--- src/rtl/trace_pkg.sv ---
// ---------------------------------------------------------------------------
// trace_pkg
//   Shared definitions for the trace rendering path: coordinate/colour widths,
//   the largest legal row, the pixel counter width and the two-state encoding
//   shared by the display state machine, the clear block and trace_plotter.
// ---------------------------------------------------------------------------
package trace_pkg;

    localparam int COORD_W = 8;    // width of x and y coordinates
    localparam int COLOR_W = 12;   // 4:4:4 RGB pixel colour
    localparam int Y_MAX   = 239;  // largest legal row; larger rows are clamped
    localparam int CNT_W   = 16;   // width of the pixel write counter

    typedef enum logic {
        IDLE  = 1'b0,
        WRITE = 1'b1
    } plot_state_t;

endpackage : trace_pkg

--- src/rtl/span_stepper.sv ---
// ---------------------------------------------------------------------------
// span_stepper
//   Walks one vertical span of a trace, one row per advance, from the row next
//   to the previous point toward the new point's row.
//   Ports:
//     clk, reset  clock and asynchronous active-high reset
//     load        start a new span (point accepted this cycle)
//     span_en     draw a span from prev_y; low means a single pixel at new_y
//     prev_y      row of the previous point
//     new_y       clamped row of the new point (span target)
//     advance     current row was written this cycle
//     cur_y       row to write now
//     last        cur_y has reached the target row
// ---------------------------------------------------------------------------
module span_stepper #(
    parameter int COORD_W = trace_pkg::COORD_W
) (
    input  logic               clk,
    input  logic               reset,
    input  logic               load,
    input  logic               span_en,
    input  logic [COORD_W-1:0] prev_y,
    input  logic [COORD_W-1:0] new_y,
    input  logic               advance,
    output logic [COORD_W-1:0] cur_y,
    output logic               last
);

    logic [COORD_W-1:0] cur_q;
    logic [COORD_W-1:0] target_q;
    logic               down_q;    // 1: stepping toward smaller rows

    // NOTE: clocked state uses non-blocking assignments so every register
    // samples pre-edge values regardless of statement order.
    always_ff @(posedge clk or posedge reset) begin
        if (reset) begin
            cur_q    <= '0;
            target_q <= '0;
            down_q   <= 1'b0;
        end else if (load) begin
            target_q <= new_y;
            if (!span_en || (new_y == prev_y)) begin
                cur_q  <= new_y;
                down_q <= 1'b0;
            end else if (new_y > prev_y) begin
                // prev_y < new_y <= max, so +1 cannot wrap
                cur_q  <= prev_y + 1'b1;
                down_q <= 1'b0;
            end else begin
                // prev_y > new_y >= 0, so -1 cannot wrap
                cur_q  <= prev_y - 1'b1;
                down_q <= 1'b1;
            end
        end else if (advance && !last) begin
            cur_q <= down_q ? (cur_q - 1'b1) : (cur_q + 1'b1);
        end
    end

    assign cur_y = cur_q;
    assign last  = (cur_q == target_q);

endmodule : span_stepper

--- src/rtl/trace_plotter.sv ---
// ---------------------------------------------------------------------------
// trace_plotter
//   Turns waveform points (x, y, colour) into framebuffer pixel writes. Each
//   point fills the vertical run from the previous point's row to its own row
//   at its own column, so steep edges render as continuous lines.
//   Ports:
//     clk, reset     clock and asynchronous active-high reset
//     pt_valid/ready point handshake; ready only while idle
//     pt_x, pt_y     point column and (unclamped) row
//     pt_color       point colour
//     pt_first       point starts a new trace: no span from previous point
//     fb_we/ready    framebuffer write handshake, one pixel per handshake
//     fb_addr        {y, x} pixel address
//     fb_wdata       pixel colour
//     busy           span being written
//     pix_count      pixels written since reset, saturating
// ---------------------------------------------------------------------------
module trace_plotter #(
    parameter int COORD_W = trace_pkg::COORD_W,
    parameter int COLOR_W = trace_pkg::COLOR_W,
    parameter int Y_MAX   = trace_pkg::Y_MAX,
    parameter int CNT_W   = trace_pkg::CNT_W
) (
    input  logic                 clk,
    input  logic                 reset,
    input  logic                 pt_valid,
    output logic                 pt_ready,
    input  logic [COORD_W-1:0]   pt_x,
    input  logic [COORD_W-1:0]   pt_y,
    input  logic [COLOR_W-1:0]   pt_color,
    input  logic                 pt_first,
    output logic                 fb_we,
    input  logic                 fb_ready,
    output logic [2*COORD_W-1:0] fb_addr,
    output logic [COLOR_W-1:0]   fb_wdata,
    output logic                 busy,
    output logic [CNT_W-1:0]     pix_count
);

    import trace_pkg::*;

    localparam logic [COORD_W-1:0] Y_LIMIT = COORD_W'(Y_MAX);

    plot_state_t         state;
    plot_state_t         state_next;
    logic [COORD_W-1:0]  y_clamped;
    logic [COORD_W-1:0]  x_q;
    logic [COLOR_W-1:0]  color_q;
    logic [COORD_W-1:0]  prev_y;
    logic                have_prev;
    logic [CNT_W-1:0]    count_q;
    logic [COORD_W-1:0]  cur_y;
    logic                last;
    logic                accept;
    logic                handshake;

    assign y_clamped = (pt_y > Y_LIMIT) ? Y_LIMIT : pt_y;
    assign accept    = pt_valid && pt_ready;
    assign handshake = fb_we && fb_ready;

    // ---------------- FSM ----------------
    always_ff @(posedge clk or posedge reset) begin
        if (reset) begin
            state <= IDLE;
        end else begin
            state <= state_next;
        end
    end

    // NOTE: every output of this block is given a default before the case so
    // no path leaves a signal unassigned and no latch is inferred.
    always_comb begin
        state_next = state;
        pt_ready   = 1'b0;
        fb_we      = 1'b0;
        busy       = 1'b0;
        case (state)
            IDLE: begin
                pt_ready = 1'b1;
                if (pt_valid) begin
                    state_next = WRITE;
                end
            end
            WRITE: begin
                fb_we = 1'b1;
                busy  = 1'b1;
                // last pixel written: back to IDLE right after the handshake
                if (fb_ready && last) begin
                    state_next = IDLE;
                end
            end
            default: state_next = IDLE;
        endcase
    end

    // ---------------- point latch, trace history, counter ----------------
    always_ff @(posedge clk or posedge reset) begin
        if (reset) begin
            x_q       <= '0;
            color_q   <= '0;
            prev_y    <= '0;
            have_prev <= 1'b0;
            count_q   <= '0;
        end else begin
            if (accept) begin
                x_q     <= pt_x;
                color_q <= pt_color;
            end
            if (handshake) begin
                if (count_q != '1) begin
                    count_q <= count_q + 1'b1;
                end
                if (last) begin
                    prev_y    <= cur_y;
                    have_prev <= 1'b1;
                end
            end
        end
    end

    span_stepper #(
        .COORD_W (COORD_W)
    ) u_span_stepper (
        .clk     (clk),
        .reset   (reset),
        .load    (accept),
        .span_en (have_prev && !pt_first),
        .prev_y  (prev_y),
        .new_y   (y_clamped),
        .advance (handshake),
        .cur_y   (cur_y),
        .last    (last)
    );

    // Address and data come straight from registers, so they hold steady
    // through any number of fb_ready stalls.
    assign fb_addr   = {cur_y, x_q};
    assign fb_wdata  = color_q;
    assign pix_count = count_q;

endmodule : trace_plotter
--- config.mk ---
export PLATFORM = sky130hd
export DESIGN_NAME = trace_plotter
export DESIGN_NICKNAME = d
export VERILOG_FILES = /design/src/rtl/trace_pkg.sv /design/src/rtl/span_stepper.sv /design/src/rtl/trace_plotter.sv
export SDC_FILE = /design/constraint.sdc
export NUM_CORES = 1
export LEC_CHECK = 0
export BUFFER_PORTS_ARGS = -buffer_cell sky130_fd_sc_hd__buf_4
export CAP_MARGIN = 20
export CORE_MARGIN = 2
export CORE_UTILIZATION = 54
export CTS_CLUSTER_SIZE = 20
export DETAILED_ROUTE_END_ITERATION = 8
export PLACE_DENSITY = 0.91
export SLEW_MARGIN = 20
export SYNTH_ARGS = -nofsm -noshare
export SYNTH_HDL_FRONTEND = slang
export SYNTH_SLANG_ARGS = --single-unit
--- constraint.sdc ---
create_clock -name clk -period 3.9 [get_ports clk]
set_input_delay 1.17 -clock clk [delete_from_list [all_inputs] [get_ports clk]]
set_output_delay 1.17 -clock clk [all_outputs]
set_load 0.03 [all_outputs]
# Word-level counts from Yosys, hierarchy flattened
# Cells that the tools add are included.
# W data, S select, Z words.
[classes]
n_addsub = 5
mul = 0
div = 0
magnitude_cmp = 2
n_eq_ne = 3
shift = 0
muxes = 13
bitwise = 1
reduce_logical = 12
[ops]
columns = ["cell", "n"]
rows = [
  ["$mux W8", 6],
  ["$add A16 B1 Y16 const B", 1],
  ["$add A8 B1 Y8 const B", 2],
  ["$eq A8 B8 Y1", 2],
  ["$ne A16 B16 Y1 const B", 1],
  ["$sub A8 B1 Y8 const B", 2],
  ["$gt A8 B8 Y1", 1],
  ["$gt A8 B8 Y1 const B", 1],
  ["$mux W1", 6],
  ["$logic_and A1 B1 Y1", 5],
  ["$reduce_and A2 Y1", 2],
  ["$logic_not A1 Y1", 3],
  ["$pmux W1 S2", 1],
  ["$reduce_bool A2 Y1", 1],
  ["$logic_or A1 B1 Y1", 1],
  ["$not A1 Y1", 1],
]
[word_totals]
ff_bits = 63
latchBits = 0
ramBits = 0
rom_bits = 0
inputBits = 33
out_inout_bits = 47
elab_cells = 45
memories = 0

# Depth between registers and ports, before layout
[logic_depth]
depth_word = 6
mapped_depth = 16
ltp_nobuf = 16

# Hierarchy
# From an unflattened synthesis, not the netlist that was laid out.
[unflattened]
cells_unflattened = 337
area_unflattened_um2 = 3637.2
[by_module_without_submodules]
columns = ["module", "n_inst", "cells_per_inst", "area_per_inst_um2", "seq_area_each_um2"]
rows = [
  ["trace_plotter", 1, 151, 1989.4, 1151.1],
  ["span_stepper", 1, 186, 1647.8, 425.4],
]

# Least setup slack after synthesis
# No wires, ideal clock.
[synth_path]
path_type = "input -> register"
start = "input pt_y[7]"
end = "register u_span_stepper.cur_q[6], in the netlist u_span_stepper.cur_y[6]"
setup_time_ns = 0.104
arrival_time_ns = 4.063
required_ns = 3.796
setup_slack_ns = -0.266
path_stages = 16
path_buffers = 0
cell_sequence = "and4_1 > nor2_1 > inv_1 > ha_1 > o21ai_0 > a21oi_1 > nor2_1 > o21bai_1 > o21ai_0 > fa_1 > a21o_1 > a21oi_1 > o21ai_0 > xor2_1 > mux2i_1 > a221oi_1"
[synth_between]
elab_chain_cells = 6
word_cells_on_any_way = 8
classes_between = "order compare: 2; eq/ne: 1; mux: 4; reduce/logical: 1"
[synth_rtl]
columns = ["element", "line_no", "source"]
rows = [
  ["start: declaration", "trace_plotter.sv:29", "input logic [COORD_W-1:0] pt_y,"],
  ["$gt A8 B8 Y1 *", "trace_plotter.sv:57", "assign y_clamped = (pt_y > Y_LIMIT) ? Y_LIMIT : pt_y;"],
  ["$mux W8 *", "trace_plotter.sv:57", ""],
  ["named net u_span_stepper.new_y[3]", "span_stepper.sv:23", "input logic [COORD_W-1:0] new_y,"],
  ["$gt A8 B8 Y1 / $eq A8 B8 Y1 (equally long branches)", "span_stepper.sv:45, span_stepper.sv:42", ""],
  ["$mux W8 / $logic_or A1 B1 Y1 (equally long branches)", "span_stepper.sv:45, span_stepper.sv:42", ""],
  ["$mux W8 *", "span_stepper.sv:42", "if (!span_en || (new_y == prev_y)) begin"],
  ["$mux W8 *", "span_stepper.sv:40", "end else if (load) begin"],
  ["end signal: assignment", "span_stepper.sv:43", "cur_q <= new_y;"],
  ["end signal: assignment", "span_stepper.sv:47", "cur_q <= prev_y + 1'b1;"],
  ["end signal: assignment", "span_stepper.sv:51", "cur_q <= prev_y - 1'b1;"],
  ["end: declaration", "span_stepper.sv:29", "logic [COORD_W-1:0] cur_q;"],
]
# Mark *: on every way through the listed nets, which the timed path passes. The rest lies on a longest branch.
# A chain may end at the register's enable or synchronous reset.

# Worst setup path after layout
[layout_path]
start = "input pt_y[7]"
end = "register u_span_stepper.cur_q[7], in the netlist u_span_stepper.cur_y[7]"
# The elaborated chain is that of the path after synthesis.

==> flow_summary.ini <==
[critical_path]
start_kind = input pin
worstPathArrival_ns = 3.99
critPathMaxStageDelay_ns = 0.34
slowest_stage = ha_1
endpoint_kind = register
worstPathCellList = buf_4, and4_4, nor2_2, inv_1, ha_1, nand2b_1, a21oi_2, nor2_1, o21bai_1, o21ai_2, ha_1, a21oi_2, buf_4, o2111ai_1, a211oi_1, mux2i_1, nand3_2
cp_top_family = compound AO/OA/AOI/OAI gates
critical_path_class = input pin to register
crit_required_ns = 4.19
cp_max_fo = 6
path_buf_inv = 3

[layout]
final_cell_mix = buf_4 (103), nand2_1 (100), dfrtp_1 (63)
drive_gt1_frac = 0.289
multi_input_area_um2 = 1920
nNetsFinal = 557
syn_to_final_growth_pct = 30.7
n_antenna_cell = 0
register_area_um2 = 1580
fillers = 444
final_common_cell = buf_4
utilization = 0.731

[global_routing]
grt-ovfl-total = 0
grt_max_degree = 35
grt_pass1_vias = 3277
grt_pass1_wl_um = 15400
antenna_found_initial = 0
gr-usage-all-layers = 0.269

[placed_design]
place.gp.congestion = 0.905
dp_slack_ns = -0.308
hpwl_um = 6890
io_buffers = 79

[synthesis]
yosysUniqueCellTypes = 50
synth_ff_type = dfrtp_1
syn_inst = 400
synth_edf_count = 0
synth_seq_area_share = 0.442
netlist_area_um2 = 3570
synth_area_per_cell_um2 = 8.92
syn_nets = 457
yosys_register_bits = 63
ys_async_sr_fraction = 1.00
ys_warn_count = 0

[clock_network]
clkLatencyLatePin_ns = 0.35
clk_path_buf_depth = 2
cts_tree = yes
cts_buffers = 9
root_buffer = clkbuf_8
htree_levels = 3
clk_pin_slew_ns = 0.08
clock-sinks = 63

[floorplan]
die_h_um = 85.3
die_x_um = 85.3
core_um2 = 6390
dieArea_um2 = 7280
rows = 29
boundaryPins = 80
start_util = 0.559

[timing]
max_freq_ghz = 0.270
finalWorstPathRequiredPeriod_ns = 3.71
period_share = 0.950
slew_headroom = 0.440
finClkSkew_ns = 0.00740
tns_ns = 0
finalWorstSetupSlack_ns = 0.194
hold_viol_final = 0
worstMarginPinSlew_ns = 0.836
setup_viol = 0
drv_slew = 0
hold_slack_ns = 0.477

[drt]
drc_errors = 0
drt-initial-drc-count = 182
wl_per_cell_um = 16.2
drt-vias-per-instance = 5.66
ant_nets = 0
finalWirelength_um = 9410
first_pass_iters = 5
dr_total_vias = 3296

[power_and_ir_drop]
powerDensity_nw_per_um2 = 844
leakage_nw = 2.33
vdd_ir_drop_max_uv = 498
total_power_mw = 3.94

[hold_path]
hold_class = register to register

[outcome]
outcome = completed

[run]
max_cap_violations = 0
[state kept, by name, indices dropped and copies added (netlist names)]
name,count
pix_count,16
fb_wdata,12
prev_y,8
u_span_stepper.cur_y,8
u_span_stepper.target_q,8
x_q,8
have_prev,1
state,1
u_span_stepper.down_q,1
[cell type report]
cell class	count	area share
Sequential cell	63	0.338
Clock buffer	10	0.0295
Multi-Input combinational cell	303	0.410
Inverter	20	0.0161
Tap cell	77	0.0206
Clock inverter	6	0.0198
Timing Repair Buffer	103	0.166
[routing by layer]
| metal | up-vias | part of all wire | track usage |
|---|---|---|---|
| li1 | 1560 | - | - |
| met1 | 1574 | 0.41 | 0.333 |
| met2 | 125 | 0.50 | 0.435 |
| met3 | 37 | 0.056 | 0.0700 |
| met4 | 0 | 0.037 | 0.139 |
| met5 | - | 0 | 0 |
[metrics by stage]
| stage | area, um^2 | cells |
|---|---|---|
| 3_5_place_dp | 4390 | 565 |
| 4_1_cts | 4620 | 581 |
| 5_1_grt | 4670 | 582 |
| 3_3_place_gp | 4390 | 565 |
| 6_report | 4670 | 582 |
| 2_1_floorplan | 3590 | 400 |
[Yosys cell counts, types with 3 or more instances]
cell type | instances | area (um^2)
and4_1 | 3 | 26.3
nor3_1 | 7 | 35.0
xnor2_1 | 21 | 184
xor2_1 | 6 | 52.6
nand2_1 | 101 | 379
o21ai_0 | 21 | 105
mux2_2 | 3 | 33.8
o21ai_1 | 4 | 20.0
nand4_1 | 7 | 43.8
mux2i_1 | 5 | 50.1
nor2b_1 | 6 | 37.5
a211oi_1 | 6 | 45.0
dfrtp_1 | 63 | 1580
inv_1 | 19 | 71.3
o2111ai_1 | 3 | 26.3
nand3_1 | 8 | 40.0
nor2_1 | 28 | 105
ha_1 | 22 | 275
and3_1 | 3 | 18.8
a21oi_1 | 17 | 85.1
clkbuf_1 | 12 | 45.0
[where the power goes]
group	internal (mW)	leakage, nW	switching, mW
sequential	0.918	0.768	0.267
combinational	0.900	1.45	1.20
clock	0.380	0.109	0.275
total	2.20	2.33	1.74
[final timing paths]
| kind | start | to | slack (ns) | depth (start not counted) |
|---|---|---|---|---|
| worst max-delay path | pt_y[7] | u_span_stepper.cur_y[7] | 0.19 | 17 |
| min in group asynchronous | reset | x_q[3] | 0.93 | 2 |
| worst min register to register | fb_wdata[4] | fb_wdata[4] | 0.48 | 2 |
| worst max register to register | prev_y[7] | u_span_stepper.cur_y[7] | 0.82 | 13 |
| max in group asynchronous | reset | u_span_stepper.cur_y[5] | 2.26 | 3 |
| worst min-delay path | fb_wdata[4] | fb_wdata[4] | 0.48 | 2 |
[tightest hold or removal path: stages (launching register included)]
cell     delay (ns)
dfrtp_1        0.35
nand2_1        0.05
nand2_1        0.05
[kinds of logic after synthesis]
group,synth area share
compound gates,0.116
xor+xnor,0.0662
fa+ha+maj,0.0883
buf+inv,0.0372
flops,0.442
mux,0.0277
simple gates,0.223
[repair_timing]
item,4_1_cts,5_1_grt
endpoints found under the setup margin,0,5
buffers inserted,0,1
hold buffers,0,0
resized for setup,0,10
No activity file was read; power rests on OpenSTA's default activity.
